File: config.mk
export PLATFORM = sky130hd
export DESIGN_NAME = rms_frame_driver_flat
export DESIGN_NICKNAME = d
export VERILOG_FILES = /design/src/rtl/rms_drv_pkg.sv /design/src/rtl/rms_frame_driver_if.sv /design/src/rtl/rms_drv_fifo.sv /design/src/rtl/rms_frame_driver.sv /design/src/flat_wrapper.sv
export SDC_FILE = /design/constraint.sdc
export NUM_CORES = 1
export LEC_CHECK = 0
export CORE_MARGIN = 2
export CORE_UTILIZATION = 55
export CTS_CLUSTER_DIAMETER = 120
export DETAILED_ROUTE_END_ITERATION = 6
export PLACE_DENSITY = 0.82
export SETUP_SLACK_MARGIN = 0.02
export SLEW_MARGIN = 20
export SYNTH_ARGS = -nofsm -noshare
export SYNTH_HDL_FRONTEND = slang
export SYNTH_SLANG_ARGS = --single-unit
File: constraint.sdc
create_clock -name clk -period 9.05 [get_ports clk]
set_input_delay 2.2625 -clock clk [delete_from_list [all_inputs] [get_ports clk]]
set_output_delay 2.2625 -clock clk [all_outputs]
set_load 0.01 [all_outputs]
File: src/rtl/rms_drv_pkg.sv
// Shared types for the RMS frame driver: FSM state encoding and error codes.
// Latency: n/a (declarations only).
// Backpressure: n/a.
package rms_drv_pkg;

  typedef enum logic [2:0] {
    ST_IDLE     = 3'd0,
    ST_ARM      = 3'd1,
    ST_CLEAR    = 3'd2,
    ST_WAIT_RDY = 3'd3,
    ST_STREAM   = 3'd4,
    ST_WAIT_RES = 3'd5,
    ST_HOLD     = 3'd6
  } state_e;

  localparam logic [1:0] ERR_LEN  = 2'd1;
  localparam logic [1:0] ERR_TMO  = 2'd2;
  localparam logic [1:0] ERR_CORE = 2'd3;

endpackage

File: src/rtl/rms_frame_driver_if.sv
// Bus bundle between host/test fabric, the frame driver and the RMS core.
// Latency: n/a (wiring only).
// Backpressure: s_valid/s_ready on samples, res_valid/res_ready on results.
//  slave modport  : driver view (host + core inputs in, core drive + result out)
//  master modport : environment view (opposite directions)
interface rms_frame_driver_if #(
  parameter int DATA_W = 8,
  parameter int RES_W  = 12,
  parameter int LEN_W  = 5
);
  logic [DATA_W-1:0] s_data;
  logic              s_valid;
  logic              s_ready;
  logic [LEN_W-1:0]  frame_len;
  logic              start;
  logic              busy;
  logic [DATA_W-1:0] core_data;
  logic              core_valid;
  logic              core_rdy;
  logic              core_clr;
  logic [RES_W-1:0]  core_res;
  logic              core_res_valid;
  logic              core_err_valid;
  logic [RES_W-1:0]  res_data;
  logic              res_valid;
  logic              res_ready;
  logic              err_valid;
  logic [1:0]        err_code;

  modport slave (
    input  s_data, s_valid, frame_len, start, core_rdy, core_res,
           core_res_valid, core_err_valid, res_ready,
    output s_ready, busy, core_data, core_valid, core_clr, res_data,
           res_valid, err_valid, err_code
  );

  modport master (
    output s_data, s_valid, frame_len, start, core_rdy, core_res,
           core_res_valid, core_err_valid, res_ready,
    input  s_ready, busy, core_data, core_valid, core_clr, res_data,
           res_valid, err_valid, err_code
  );
endinterface

File: src/rtl/rms_drv_fifo.sv
// Sample FIFO: one push per cycle, pop of 0..DEPTH entries per cycle (bulk drop on abort).
// Latency: head shows the oldest entry combinationally; push visible in level next cycle.
// Backpressure: push_rdy is registered !full (0 during reset); caller pushes only when set.
//  ports: clk, rst (sync, active-high), push/push_data, pop_n, head, level, full, empty, push_rdy
module rms_drv_fifo #(
  parameter int DEPTH  = 16,
  parameter int DATA_W = 8,
  parameter int LVL_W  = $clog2(DEPTH + 1)
) (
  input  logic              clk,
  input  logic              rst,
  input  logic              push,
  input  logic [DATA_W-1:0] push_data,
  input  logic [LVL_W-1:0]  pop_n,
  output logic [DATA_W-1:0] head,
  output logic [LVL_W-1:0]  level,
  output logic              full,
  output logic              empty,
  output logic              push_rdy
);
  localparam int PTR_W = (DEPTH > 1) ? $clog2(DEPTH) : 1;

  logic [DATA_W-1:0] mem [DEPTH];
  logic [PTR_W-1:0]  wr_ptr, rd_ptr, wr_nxt, rd_nxt;
  logic [LVL_W:0]    rd_sum;
  logic [LVL_W-1:0]  level_nxt;

  // Read pointer may jump by several entries; wrap modulo DEPTH explicitly.
  always_comb begin
    rd_sum    = (LVL_W+1)'(rd_ptr) + (LVL_W+1)'(pop_n);
    rd_nxt    = (rd_sum >= (LVL_W+1)'(DEPTH)) ? PTR_W'(rd_sum - (LVL_W+1)'(DEPTH))
                                              : PTR_W'(rd_sum);
    wr_nxt    = (wr_ptr == PTR_W'(DEPTH - 1)) ? '0 : wr_ptr + PTR_W'(1);
    level_nxt = level + LVL_W'(push) - pop_n;
  end

  always_ff @(posedge clk) begin
    if (push) mem[wr_ptr] <= push_data;
  end

  always_ff @(posedge clk) begin
    if (rst) begin
      wr_ptr   <= '0;
      rd_ptr   <= '0;
      level    <= '0;
      push_rdy <= 1'b0;
    end else begin
      if (push) wr_ptr <= wr_nxt;
      rd_ptr   <= rd_nxt;
      level    <= level_nxt;
      push_rdy <= (level_nxt != LVL_W'(DEPTH));
    end
  end

  assign head  = mem[rd_ptr];
  assign full  = (level == LVL_W'(DEPTH));
  assign empty = (level == '0);
endmodule

File: src/rtl/rms_frame_driver.sv
// Buffers host samples and replays one frame as a gap-free burst to the RMS core, returns result.
// Latency: start at T (level>=len, core_rdy=1) -> core_clr at T+2, first beat at T+4.
// Backpressure: s_ready = registered !full; result held on res_valid until res_ready.
//  ports: clk, rst (sync, active-high), bus (rms_frame_driver_if.slave: host, core, result, error)
//  optional: RMS_DRV_TIMEOUT_EN enables the WAIT_RDY/WAIT_RES watchdog (error code 2).
module rms_frame_driver
  import rms_drv_pkg::*;
#(
  parameter int DATA_W  = 8,
  parameter int RES_W   = 12,
  parameter int DEPTH   = 16,
  parameter int LEN_W   = 5,
  parameter int TIMEOUT = 1024
) (
  input  logic               clk,
  input  logic               rst,
  rms_frame_driver_if.slave  bus
);
  state_e            state_q;
  logic [LEN_W-1:0]  len_q, cnt_q;
  logic [DATA_W-1:0] core_data_q;
  logic              core_valid_q, core_clr_q;
  logic [RES_W-1:0]  res_data_q;
  logic              res_valid_q, err_valid_q;
  logic [1:0]        err_code_q;

  logic              fifo_push, fifo_rdy, fifo_full, fifo_empty;
  logic [LEN_W-1:0]  fifo_level, pop_n;
  logic [DATA_W-1:0] fifo_head;
  logic              busy_w, core_err, beat_load, tmo_hit;
  logic              unused_fifo_flags;

  assign fifo_push         = bus.s_valid && fifo_rdy;
  assign unused_fifo_flags = fifo_full ^ fifo_empty;

  rms_drv_fifo #(.DEPTH(DEPTH), .DATA_W(DATA_W), .LVL_W(LEN_W)) u_fifo (
    .clk       (clk),
    .rst       (rst),
    .push      (fifo_push),
    .push_data (bus.s_data),
    .pop_n     (pop_n),
    .head      (fifo_head),
    .level     (fifo_level),
    .full      (fifo_full),
    .empty     (fifo_empty),
    .push_rdy  (fifo_rdy)
  );

`ifdef RMS_DRV_TIMEOUT_EN
  localparam int TMO_W = $clog2(TIMEOUT + 1);
  logic [TMO_W-1:0] tmo_q;
  logic             in_wait;

  // Both wait states are only entered from non-wait states, so a plain
  // clear-outside-wait restarts the count on every entry.
  assign in_wait = (state_q == ST_WAIT_RDY) || (state_q == ST_WAIT_RES);
  assign tmo_hit = in_wait && (tmo_q == TMO_W'(TIMEOUT - 1));

  always_ff @(posedge clk) begin
    if (rst || !in_wait) tmo_q <= '0;
    else                 tmo_q <= tmo_q + TMO_W'(1);
  end
`else
  logic unused_tmo;
  assign unused_tmo = (TIMEOUT != 0);
  assign tmo_hit    = 1'b0;
`endif

  assign busy_w    = (state_q != ST_IDLE);
  assign core_err  = bus.core_err_valid && busy_w;
  assign beat_load = ((state_q == ST_WAIT_RDY) && bus.core_rdy) ||
                     ((state_q == ST_STREAM) && (cnt_q != '0));

  // On a core error, drop whatever of the current frame is still in the FIFO.
  // In STREAM cnt_q already excludes the beat on the wire.
  always_comb begin
    pop_n = '0;
    if (core_err) begin
      case (state_q)
        ST_ARM:                pop_n = (fifo_level < len_q) ? fifo_level : len_q;
        ST_CLEAR, ST_WAIT_RDY: pop_n = len_q;
        ST_STREAM:             pop_n = cnt_q;
        default:               pop_n = '0;
      endcase
    end else if (beat_load && !tmo_hit) begin
      pop_n = LEN_W'(1);
    end
  end

  always_ff @(posedge clk) begin
    if (rst) begin
      state_q      <= ST_IDLE;
      len_q        <= '0;
      cnt_q        <= '0;
      core_data_q  <= '0;
      core_valid_q <= 1'b0;
      core_clr_q   <= 1'b0;
      res_data_q   <= '0;
      res_valid_q  <= 1'b0;
      err_valid_q  <= 1'b0;
      err_code_q   <= '0;
    end else begin
      err_valid_q  <= 1'b0;
      core_clr_q   <= 1'b0;
      core_valid_q <= 1'b0;
      if (core_err) begin
        err_valid_q <= 1'b1;
        err_code_q  <= ERR_CORE;
        res_valid_q <= 1'b0;
        state_q     <= ST_IDLE;
      end else if (tmo_hit) begin
        err_valid_q <= 1'b1;
        err_code_q  <= ERR_TMO;
        state_q     <= ST_IDLE;
      end else begin
        case (state_q)
          ST_IDLE: if (bus.start) begin
            len_q <= bus.frame_len;
            if ((bus.frame_len == '0) || (bus.frame_len > LEN_W'(DEPTH))) begin
              err_valid_q <= 1'b1;
              err_code_q  <= ERR_LEN;
            end else begin
              state_q <= ST_ARM;
            end
          end
          ST_ARM: if (fifo_level >= len_q) begin
            core_clr_q <= 1'b1;
            state_q    <= ST_CLEAR;
          end
          ST_CLEAR: state_q <= ST_WAIT_RDY;
          // The beat register is loaded on the edge that enters STREAM, so
          // core_valid is high for every STREAM cycle and drops right after.
          ST_WAIT_RDY: if (bus.core_rdy) begin
            core_valid_q <= 1'b1;
            core_data_q  <= fifo_head;
            cnt_q        <= len_q - LEN_W'(1);
            state_q      <= ST_STREAM;
          end
          ST_STREAM: begin
            if (cnt_q != '0) begin
              core_valid_q <= 1'b1;
              core_data_q  <= fifo_head;
              cnt_q        <= cnt_q - LEN_W'(1);
            end else begin
              state_q <= ST_WAIT_RES;
            end
          end
          ST_WAIT_RES: if (bus.core_res_valid) begin
            res_data_q  <= bus.core_res;
            res_valid_q <= 1'b1;
            state_q     <= ST_HOLD;
          end
          ST_HOLD: if (bus.res_ready) begin
            res_valid_q <= 1'b0;
            state_q     <= ST_IDLE;
          end
          default: state_q <= ST_IDLE;
        endcase
      end
    end
  end

  assign bus.s_ready    = fifo_rdy;
  assign bus.busy       = busy_w;
  assign bus.core_data  = core_data_q;
  assign bus.core_valid = core_valid_q;
  assign bus.core_clr   = core_clr_q;
  assign bus.res_data   = res_data_q;
  assign bus.res_valid  = res_valid_q;
  assign bus.err_valid  = err_valid_q;
  assign bus.err_code   = err_code_q;
endmodule
File: src/flat_wrapper.sv
// flat-port wrapper written by rule: the top's interface ports become plain ports
module rms_frame_driver_flat import rms_drv_pkg::*;
#(
  parameter int DATA_W  = 8,
  parameter int RES_W   = 12,
  parameter int DEPTH   = 16,
  parameter int LEN_W   = 5,
  parameter int TIMEOUT = 1024
)
  (clk, rst, bus_s_data, bus_s_valid, bus_frame_len, bus_start, bus_core_rdy, bus_core_res, bus_core_res_valid, bus_core_err_valid, bus_res_ready, bus_s_ready, bus_busy, bus_core_data, bus_core_valid, bus_core_clr, bus_res_data, bus_res_valid, bus_err_valid, bus_err_code);
  rms_frame_driver_if #(.DATA_W(DATA_W), .RES_W(RES_W), .LEN_W(LEN_W)) bus_i ();
  input  logic clk;
  input  logic rst;
  input wire logic [$bits(bus_i.s_data)-1:0] bus_s_data;
  input wire logic [$bits(bus_i.s_valid)-1:0] bus_s_valid;
  input wire logic [$bits(bus_i.frame_len)-1:0] bus_frame_len;
  input wire logic [$bits(bus_i.start)-1:0] bus_start;
  input wire logic [$bits(bus_i.core_rdy)-1:0] bus_core_rdy;
  input wire logic [$bits(bus_i.core_res)-1:0] bus_core_res;
  input wire logic [$bits(bus_i.core_res_valid)-1:0] bus_core_res_valid;
  input wire logic [$bits(bus_i.core_err_valid)-1:0] bus_core_err_valid;
  input wire logic [$bits(bus_i.res_ready)-1:0] bus_res_ready;
  output wire logic [$bits(bus_i.s_ready)-1:0] bus_s_ready;
  output wire logic [$bits(bus_i.busy)-1:0] bus_busy;
  output wire logic [$bits(bus_i.core_data)-1:0] bus_core_data;
  output wire logic [$bits(bus_i.core_valid)-1:0] bus_core_valid;
  output wire logic [$bits(bus_i.core_clr)-1:0] bus_core_clr;
  output wire logic [$bits(bus_i.res_data)-1:0] bus_res_data;
  output wire logic [$bits(bus_i.res_valid)-1:0] bus_res_valid;
  output wire logic [$bits(bus_i.err_valid)-1:0] bus_err_valid;
  output wire logic [$bits(bus_i.err_code)-1:0] bus_err_code;
  assign bus_i.s_data = bus_s_data;
  assign bus_i.s_valid = bus_s_valid;
  assign bus_i.frame_len = bus_frame_len;
  assign bus_i.start = bus_start;
  assign bus_i.core_rdy = bus_core_rdy;
  assign bus_i.core_res = bus_core_res;
  assign bus_i.core_res_valid = bus_core_res_valid;
  assign bus_i.core_err_valid = bus_core_err_valid;
  assign bus_i.res_ready = bus_res_ready;
  assign bus_s_ready = bus_i.s_ready;
  assign bus_busy = bus_i.busy;
  assign bus_core_data = bus_i.core_data;
  assign bus_core_valid = bus_i.core_valid;
  assign bus_core_clr = bus_i.core_clr;
  assign bus_res_data = bus_i.res_data;
  assign bus_res_valid = bus_i.res_valid;
  assign bus_err_valid = bus_i.err_valid;
  assign bus_err_code = bus_i.err_code;
  rms_frame_driver #(.DATA_W(DATA_W), .RES_W(RES_W), .DEPTH(DEPTH), .LEN_W(LEN_W), .TIMEOUT(TIMEOUT)) u_core (.clk(clk), .rst(rst), .bus(bus_i));
endmodule
==> flow_summary.json, run 1 <==
{
  "status": "completed",
  "setup.worst_path.start_class": "input pin",
  "yosys.area.top_type_share_pct": 49.13,
  "fin_cells": 815,
  "period_minus_slack_ps": 5201,
  "die_area_um2": 15200,
  "leakage_nw": 3.024,
  "placedCellCount": 783,
  "finalNetCount": 678,
  "num_vias": 5088,
  "clkLatencyLatePin_ps": 430,
  "core_area_um2": 13880,
  "fillers": 940,
  "grt_pass1_wl_um": 26400,
  "ys_types": 67,
  "drive_gt1_share_pct": 12.91,
  "place_congestion": 0.9383,
  "cp_data_required_time_ps": 9400,
  "grt_use_met3_pct": 6.780,
  "grt_start_max_net_pins": 41,
  "cts.sinks": 181,
  "synth_async_sr_flop_share_pct": 0,
  "grt.overflow.total": 0,
  "clk_pin_slew_ps": 60,
  "top_usage_layer": "met2",
  "yosys-top-cells-area": "edfxtp_1 (49%), dfxtp_1 (14%), mux4_2 (9.2%)",
  "netlist_area_um2": 7824,
  "worst_slew_pin_slew_ps": 933.4,
  "crit_path_end_kind": "flop",
  "grt_antenna_before_repair": 0,
  "htreeDepth": 4,
  "drv_cap": 0,
  "clock_skew_ps": 9.457,
  "pin_count": 61,
  "final.setup.tns_ps": 0,
  "setup_viol": 0,
  "final_common_cell": "edfxtp_1",
  "yosysWarnings": 0,
  "routedWlPerCell_um": 20.56,
  "drt-pass1-iter-count": 6,
  "grt_pass1_vias": 5038,
  "cts_tree": "done",
  "cts-root-buf": "clkbuf_16",
  "fin_crit_sh_pct": 57.47,
  "postCtsResizedCells": 0,
  "drc_errors": 0,
  "syn_inst": 566,
  "hold_buffers": 0,
  "p_per_area_nw_per_um2": 224.7,
  "final_cell_mix": "edfxtp_1 (128), clkdlybuf4s50_1 (60), nand2_1 (55)",
  "slew_violations": 0,
  "seq_area_frac_synth_pct": 62.69,
  "synth-edff-count": 128,
  "netlist.top_cell.by_area": "edfxtp_1",
  "syn_area_per_cell_um2": 13.82,
  "peakVddDrop_v": 0.0001425,
  "track_usage_pct": 23.44,
  "hpwl_um": 10850,
  "dieWidth_um": 123.3,
  "cp_max_fo": 14,
  "hold_path.class": "reg2reg",
  "hold_viol_final": 0,
  "num_rows": 43,
  "syn-num-nets": 622,
  "cts_setup_buffers": 0,
  "postRouteWirelength_um": 16760,
  "ys_ff_latch": 181,
  "cts_buffer_depth": 2,
  "vias_per_cell": 6.243,
  "slew_headroom_pct": 37.55,
  "globalRouteMet1Util_pct": 30.22,
  "area_growth_pct": 16.49,
  "rsz0062_at_grt": "no",
  "fmax_mhz": 192.3,
  "diodes": 0,
  "drt_iter0_markers": 581,
  "arrival_ps": 5550,
  "die_h_um": 123.3,
  "crit_type": "in2reg",
  "start_util_pct": 56.36,
  "ys.flop_type": "edfxtp_1",
  "port_buffers": 60,
  "cts_buffers": 17,
  "grtUsageMet2_pct": 37.95,
  "antenna_left": 0
}
==> worst paths after layout <==
check | start | end | slack [ps] | cells past startpoint
setup / recovery | bus_core_err_valid | u_core.u_fifo.push_rdy$_SDFF_PP0_ | 3850 | 13
hold / removal | u_core.bus.res_data[2]$_SDFFE_PP0P_ | u_core.bus.res_data[2]$_SDFFE_PP0P_ | 460 | 2
setup reg to reg | u_core.state_q[2]$_SDFFE_PP0P_ | u_core.u_fifo.push_rdy$_SDFF_PP0_ | 4850 | 15
hold reg to reg | u_core.bus.res_data[2]$_SDFFE_PP0P_ | u_core.bus.res_data[2]$_SDFFE_PP0P_ | 460 | 2
==> power by group <==
| part | leakage (nW) | switching (mW) | total, mW | internal (mW) |
|---|---|---|---|---|
| clock | 0.285 | 0.325 | 0.711 | 0.387 |
| sequential | 1.58 | 0.0362 | 0.956 | 0.920 |
| combinational | 1.16 | 0.211 | 0.380 | 0.169 |
==> state kept, by name (all words and copies together), names as in the netlist <==
name / cells
u_core.bus.res_valid: 1
u_core.u_fifo.wr_ptr: 4
u_core.u_fifo.mem: 128
u_core.bus.core_clr: 1
u_core.state_q: 3
u_core.len_q: 5
u_core.cnt_q: 5
u_core.bus.core_valid: 1
u_core.bus.res_data: 12
u_core.u_fifo.push_rdy: 1
u_core.bus.err_code: 2
u_core.bus.core_data: 8
u_core.u_fifo.rd_ptr: 4
u_core.bus.err_valid: 1
u_core.u_fifo.level: 5
==> layer usage <==
metal	part of all wire, %	vias to the layer above
met4	2.0	0
met5	0	-
met2	49	253
li1	-	2279
met3	8.2	31
met1	40	2525
==> cells by family after synthesis <==
group / Yosys count / synth area share [%]
adders and majority gates: 23 / 3.870
and+or+nand+nor: 152 / 9.324
xor gates and xnor gates: 8 / 0.8956
DFF: 181 / 62.69
muxes: 37 / 9.883
AOI/OAI and AO/OA: 116 / 10.25
buffers and inverters: 49 / 3.086
==> critical path, cell delays in order <==
cell and delay (ps):
clkdlybuf4s50_1 640, and4bb_1 380, a221o_1 380, ha_1 290, inv_1 40, ha_1 190
inv_1 70, fa_1 200, nor2b_1 60, o21a_1 170, or3_1 330, a211o_1 330
a41oi_1 200
==> per-stage QoR <==
step           total power [mW]  instance area [um2]  util, %  setup slack [ps]  hold slack (ps)
5_1_grt                   2.130                 9114    65.66              3658            477.8
3_3_place_gp              1.318                 8537    61.50              3506            435.0
4_1_cts                   2.051                 9109    65.62              3876            462.0
3_5_place_dp              1.339                 8537    61.50              3412            450.4
6_report                  2.048                 9114    65.66              3849            458.8
2_1_floorplan             1.236                 7824        -              4389            476.6
==> cell usage after synthesis (3+ instances only) <==
library cell / count
a21o_1: 4
a21oi_1: 36
a221oi_1: 8
a22o_1: 9
a22oi_1: 3
a31oi_1: 3
and3_1: 3
buf_1: 4
buf_2: 4
buf_6: 4
clkbuf_1: 16
dfxtp_1: 53
edfxtp_1: 128
ha_1: 21
inv_1: 18
mux2i_1: 3
mux4_2: 32
nand2_1: 55
nand2b_1: 3
nand3_1: 4
nor2_1: 44
nor2b_1: 7
nor3_1: 12
o211ai_1: 7
o21a_1: 6
o21ai_0: 10
o21ai_2: 3
o22ai_1: 8
xnor2_1: 5
xor2_1: 3
==> final cells by class <==
class                      count  area (um2)  share of cell area [%]
sequential                   181        4906                   53.83
multi-input combinational    336        2683                   29.43
timing repair buffer          68       660.6                   7.249
clock buffer                  17       425.4                   4.668
tap                          180       225.2                   2.471
clock inverter                15       146.4                   1.606
inverter                      18       67.56                  0.7414
(Power assumes the default switching activity.)
==> inputs of run 2 (changes only) <==
- clock period: 9.05 -> 5.43 ns (I/O delays scaled with it)
==> run 2 against run 1 <==
Utilization up 0.23 points. Global-route usage up 0.48 points. Clock-buffer cell count unchanged. Setup slack worse by 2800 ps.
==> flow_summary.json, run 2 (same netlist as run 1, synthesis figures left out) <==
{
  "status": "completed",
  "port_buffers": 60,
  "p_per_area_nw_per_um2": 380.2,
  "die_h_um": 123.3,
  "cts_buffers": 17,
  "grt_start_max_net_pins": 33,
  "grt_pass1_vias": 5090,
  "clock_skew_ps": 8.632,
  "drt_iter0_markers": 529,
  "cp_max_fo": 14,
  "cp_data_required_time_ps": 5760,
  "final_cell_mix": "edfxtp_1 (128), clkdlybuf4s50_1 (60), nand2_1 (55)",
  "antenna_left": 0,
  "worst_slew_pin_slew_ps": 950.9,
  "grt_antenna_before_repair": 0,
  "postCtsResizedCells": 0,
  "fillers": 947,
  "clkLatencyLatePin_ps": 440,
  "drive_gt1_share_pct": 12.89,
  "cts-root-buf": "clkbuf_16",
  "htreeDepth": 4,
  "cts_tree": "done",
  "utilization_pct": 65.89,
  "final_common_cell": "edfxtp_1",
  "track_usage_pct": 23.92,
  "grt.overflow.total": 0,
  "reg2reg_slack_ps": 1110,
  "num_rows": 43,
  "slew_headroom_pct": 36.37,
  "p_total_mw": 3.478,
  "hold_buffers": 0,
  "crit_type": "in2reg",
  "postRouteWirelength_um": 17350,
  "slew_violations": 0,
  "setup_viol": 0,
  "drt-pass1-iter-count": 5,
  "cts_buffer_depth": 2,
  "top_register": "u_core.u_fifo.mem",
  "num_vias": 5045,
  "drv_cap": 0,
  "clk_pin_slew_ps": 70,
  "crit_path_end_kind": "flop",
  "cts.sinks": 181,
  "pin_count": 61,
  "largest_reg_flops": 128,
  "arrival_ps": 4730,
  "diodes": 0,
  "leakage_nw": 3.035,
  "fin_crit_sh_pct": 81.07,
  "routedWlPerCell_um": 21.26,
  "dieWidth_um": 123.3,
  "hpwl_um": 10900,
  "core_area_um2": 13880,
  "peakVddDrop_v": 0.0002345,
  "start_util_pct": 56.36,
  "die_area_um2": 15200,
  "finalNetCount": 679,
  "period_minus_slack_ps": 4402,
  "fmax_mhz": 227.2,
  "final.setup.tns_ps": 0,
  "hold_path.class": "reg2reg",
  "grt_pass1_wl_um": 26610,
  "setup.worst_path.start_class": "input pin",
  "drc_errors": 0,
  "place_congestion": 0.9308,
  "rsz0062_at_grt": "no",
  "area_growth_pct": 16.90,
  "hold_viol_final": 0,
  "whs_ps": 462.7,
  "cts_setup_buffers": 0,
  "vias_per_cell": 6.183
}
-- run 2: critical path, stage by stage --
cell and delay [ps]:
clkdlybuf4s50_1 660, and4bb_1 390, a221o_1 380, ha_1 300, inv_1 40, ha_1 210, inv_1 70, fa_1 200
nor2b_1 60, o21a_1 180, or3_1 350, a211o_1 340, and3_1 190
-- run 2: cell type report --
| class | instances | area [um2] | share of cell area (%) |
|---|---|---|---|
| well taps | 180 | 225.2 | 2.462 |
| flip-flops and latches | 181 | 4906 | 53.64 |
| clock inverters | 15 | 171.4 | 1.874 |
| repair buffers | 69 | 668.1 | 7.305 |
| multi-input cells | 336 | 2683 | 29.33 |
| inverters | 18 | 67.56 | 0.7387 |
| clock buffers | 17 | 425.4 | 4.651 |
-- run 2: stage by stage --
step | cells | worst slack [ps] | area, um2
final | 816 | 1028 | 9146
after global routing | 816 | 880.3 | 9146
after CTS | 816 | 1073 | 9141
after detailed placement | 784 | 646.0 | 8544
after global placement | 784 | 794.6 | 8544
after floorplan | 566 | 1674 | 7824
-- run 2: worst paths after layout --
kind,from,to,cells past startpoint
max,bus_core_err_valid,u_core.u_fifo.level[4]$_SDFF_PP0_,13
min,u_core.bus.err_code[0]$_SDFFE_PP0P_,u_core.bus.err_code[0]$_SDFFE_PP0P_,1
max reg2reg,u_core.len_q[2]$_SDFFE_PP0P_,u_core.u_fifo.level[4]$_SDFF_PP0_,17
min reg2reg,u_core.bus.err_code[0]$_SDFFE_PP0P_,u_core.bus.err_code[0]$_SDFFE_PP0P_,1
-- run 2: where the power goes --
part           leakage [nW]  internal [mW]  switching (mW)
Sequential             1.58           1.53          0.0536
Combinational          1.16          0.282           0.362
Clock                 0.291          0.692           0.555
Total                  3.04           2.51           0.970
-- run 2: layer usage --
| metal | global-route usage, % | up-vias | share of wire [%] |
|---|---|---|---|
| met4 | 8.452 | 0 | 1.8 |
| li1 | - | 2280 | - |
| met1 | 30.32 | 2490 | 40 |
| met3 | 5.028 | 26 | 7.3 |
| met5 | 0 | - | 0 |
| met2 | 40.87 | 249 | 51 |
==> inputs of run 3 (changes only) <==
- CORE_UTILIZATION: 55 -> 52
- PLACE_DENSITY: 0.82 -> 0.81
- clock period: 5.43 -> 4.03 ns (I/O delays scaled with it)
==> run 3 against run 2 <==
Largest power group unchanged. Clock power rose by 34%. Highest routed layer unchanged. Setup slack got worse by 890 ps. Clock-buffer cell count did not move. Cell count rose by 3.1%.
==> flow_summary.json, run 3 (same netlist as run 1, synthesis figures left out) <==
{
  "status": "completed",
  "p_int_mw": 3.384,
  "cts.sinks": 181,
  "port_buffers": 60,
  "p_per_area_nw_per_um2": 512.9,
  "grt_pass1_vias": 5211,
  "diodes": 0,
  "routedWlPerCell_um": 20.69,
  "fin_crit_sh_pct": 96.46,
  "vias_per_cell": 6.073,
  "cp_slowest_cell": "dfxtp_1",
  "grt_antenna_before_repair": 0,
  "cts_buffers": 17,
  "pwr-share-seq_pct": 44.5,
  "leakage_nw": 3.155,
  "fillers": 1037,
  "grt.overflow.total": 0,
  "max_stage_delay_ps": 380,
  "cts-root-buf": "clkbuf_16",
  "die_area_um2": 16040,
  "track_usage_pct": 22.45,
  "drc_errors": 0,
  "die_h_um": 126.7,
  "fmax_mhz": 257.3,
  "start_util_pct": 53.43,
  "cp_max_fo": 4,
  "final.setup.tns_ps": 0,
  "clock_skew_ps": 9.858,
  "hpwl_um": 11730,
  "num_vias": 5107,
  "worst_slew_pin_slew_ps": 984.4,
  "finalNetCount": 700,
  "worstRegToRegCells": 17,
  "peakVddDrop_v": 0.0004148,
  "top_register": "u_core.u_fifo.mem",
  "setup_viol": 0,
  "slew_headroom_pct": 34.13,
  "dieWidth_um": 126.7,
  "htreeDepth": 4,
  "critical_path_cell_count": 17,
  "final_common_cell": "edfxtp_1",
  "grt_start_max_net_pins": 31,
  "area_growth_pct": 19.64,
  "place_congestion": 0.9092,
  "drive_gt1_share_pct": 17.66,
  "critical-path-top-delay-family": "compound AO/OA/AOI/OAI gates",
  "drt_iter0_markers": 501,
  "p_total_mw": 4.801,
  "final_cell_mix": "edfxtp_1 (128), clkdlybuf4s50_1 (60), nand2_1 (55)",
  "crit_buf_inv": 3,
  "switching_power_mw": 1.417,
  "pwr-share-clk_pct": 34.7,
  "seqCellArea_um2": 4912,
  "clk_pin_slew_ps": 70,
  "clkLatencyLatePin_ps": 430,
  "core_area_um2": 14640,
  "cts_tree": "done",
  "num_rows": 44,
  "multi_input_area_um2": 2713,
  "comb_power_share_pct": 20.8,
  "hold_viol_final": 0,
  "postRouteWirelength_um": 17400,
  "slew_violations": 0,
  "hold_buffers": 0,
  "setup.worst_path.start_class": "flop",
  "hold_path.class": "reg2reg",
  "cts_buffer_depth": 2,
  "period_minus_slack_ps": 3887,
  "arrival_ps": 4230,
  "antenna_left": 0,
  "swShare_pct": 29.52,
  "cp_data_required_time_ps": 4370,
  "drt-pass1-iter-count": 7,
  "crit_path_end_kind": "flop",
  "grt_pass1_wl_um": 27500,
  "holdPathStages": 2,
  "largest_reg_flops": 128,
  "pin_count": 61,
  "worstPathCellList": "inv_1, ha_1, nand4_1, nor2_2, nor2_2, mux2_1, a221o_1, ha_1, inv_1, ha_1, inv_1, fa_2, nor2b_1, o21a_1, or3_1, a211o_1, a41oi_2",
  "drv_cap": 0,
  "crit_type": "reg2reg"
}
==> run 3: changes by cell type in the layout (fill, tap and decap cells not counted), moves of 3 or more <==
cell	before	now
clkinv_1	3	0
buf_4	9	30
dfxtp_1	52	49
inv_8	4	7
==> run 3: power groups by stage <==
| stage | Combinational, mW | Sequential [mW] | Clock, mW |
|---|---|---|---|
| after CTS | 0.937 | 2.13 | 1.69 |
| after global placement | 0.874 | 2.17 | 0 |
| after global routing | 1.10 | 2.15 | 1.76 |
| after detailed placement | 0.916 | 2.17 | 0 |
| after floorplan | 0.627 | 2.15 | 0 |
| final | 1.00 | 2.14 | 1.67 |
==> run 3: final timing paths <==
path | start | end | slack, ps
worst max-delay path | u_core.len_q[1]$_SDFFE_PP0P_ | u_core.u_fifo.push_rdy$_SDFF_PP0_ | 140
worst min-delay path | u_core.bus.err_code[1]$_SDFFE_PP0P_ | u_core.bus.err_code[1]$_SDFFE_PP0P_ | 460
worst max register to register | u_core.len_q[1]$_SDFFE_PP0P_ | u_core.u_fifo.push_rdy$_SDFF_PP0_ | 140
worst min register to register | u_core.bus.err_code[1]$_SDFFE_PP0P_ | u_core.bus.err_code[1]$_SDFFE_PP0P_ | 460
==> run 3: layout make-up <==
type | count | area share, %
inverters | 18 | 0.7218
clock inverters | 15 | 1.992
multi-input cells | 336 | 28.98
repair buffers | 90 | 8.822
flip-flops and latches | 181 | 52.48
well taps | 184 | 2.460
clock buffers | 17 | 4.545
==> run 3: worst register-to-register path, cell delays in order, from the launching register on <==
cell,delay (ps)
dfxtp_1,380
inv_1,110
ha_1,300
nand4_1,170
nor2_2,190
nor2_2,60
mux2_1,320
a221o_1,370
ha_1,300
inv_1,40
ha_1,200
inv_1,70
fa_2,210
nor2b_1,50
o21a_1,170
or3_1,340
a211o_1,300
a41oi_2,220
==> run 3: per-stage QoR <==
step / std cells / hold slack [ps] / cell area, um2 / utilization, % / setup slack (ps)
after floorplan: 566 / 476.6 / 7824 / - / 328.2
after global placement: 808 / 432.6 / 8700 / 59.41 / 46.17
after detailed placement: 808 / 449.3 / 8700 / 59.41 / -87.34
after CTS: 840 / 460.1 / 9321 / 63.65 / 27.21
after global routing: 841 / 484.1 / 9360 / 63.92 / -11.06
final: 841 / 456.1 / 9360 / 63.92 / 142.8
==> run 3: timing repair <==
action	CTS	global route
endpoints found under the setup margin	2	2
setup buffers	0	1
pin swaps	0	6
gates resized for setup	4	8
==> run 3: routing by layer <==
| layer | share of wire (%) | global-route usage, % | vias to the layer above |
|---|---|---|---|
| met2 | 50 | 38.09 | 230 |
| met5 | 0 | 0 | - |
| met4 | 1.7 | 6.852 | 0 |
| met3 | 7.2 | 4.724 | 29 |
| li1 | - | - | 2326 |
| met1 | 41 | 29.48 | 2522 |
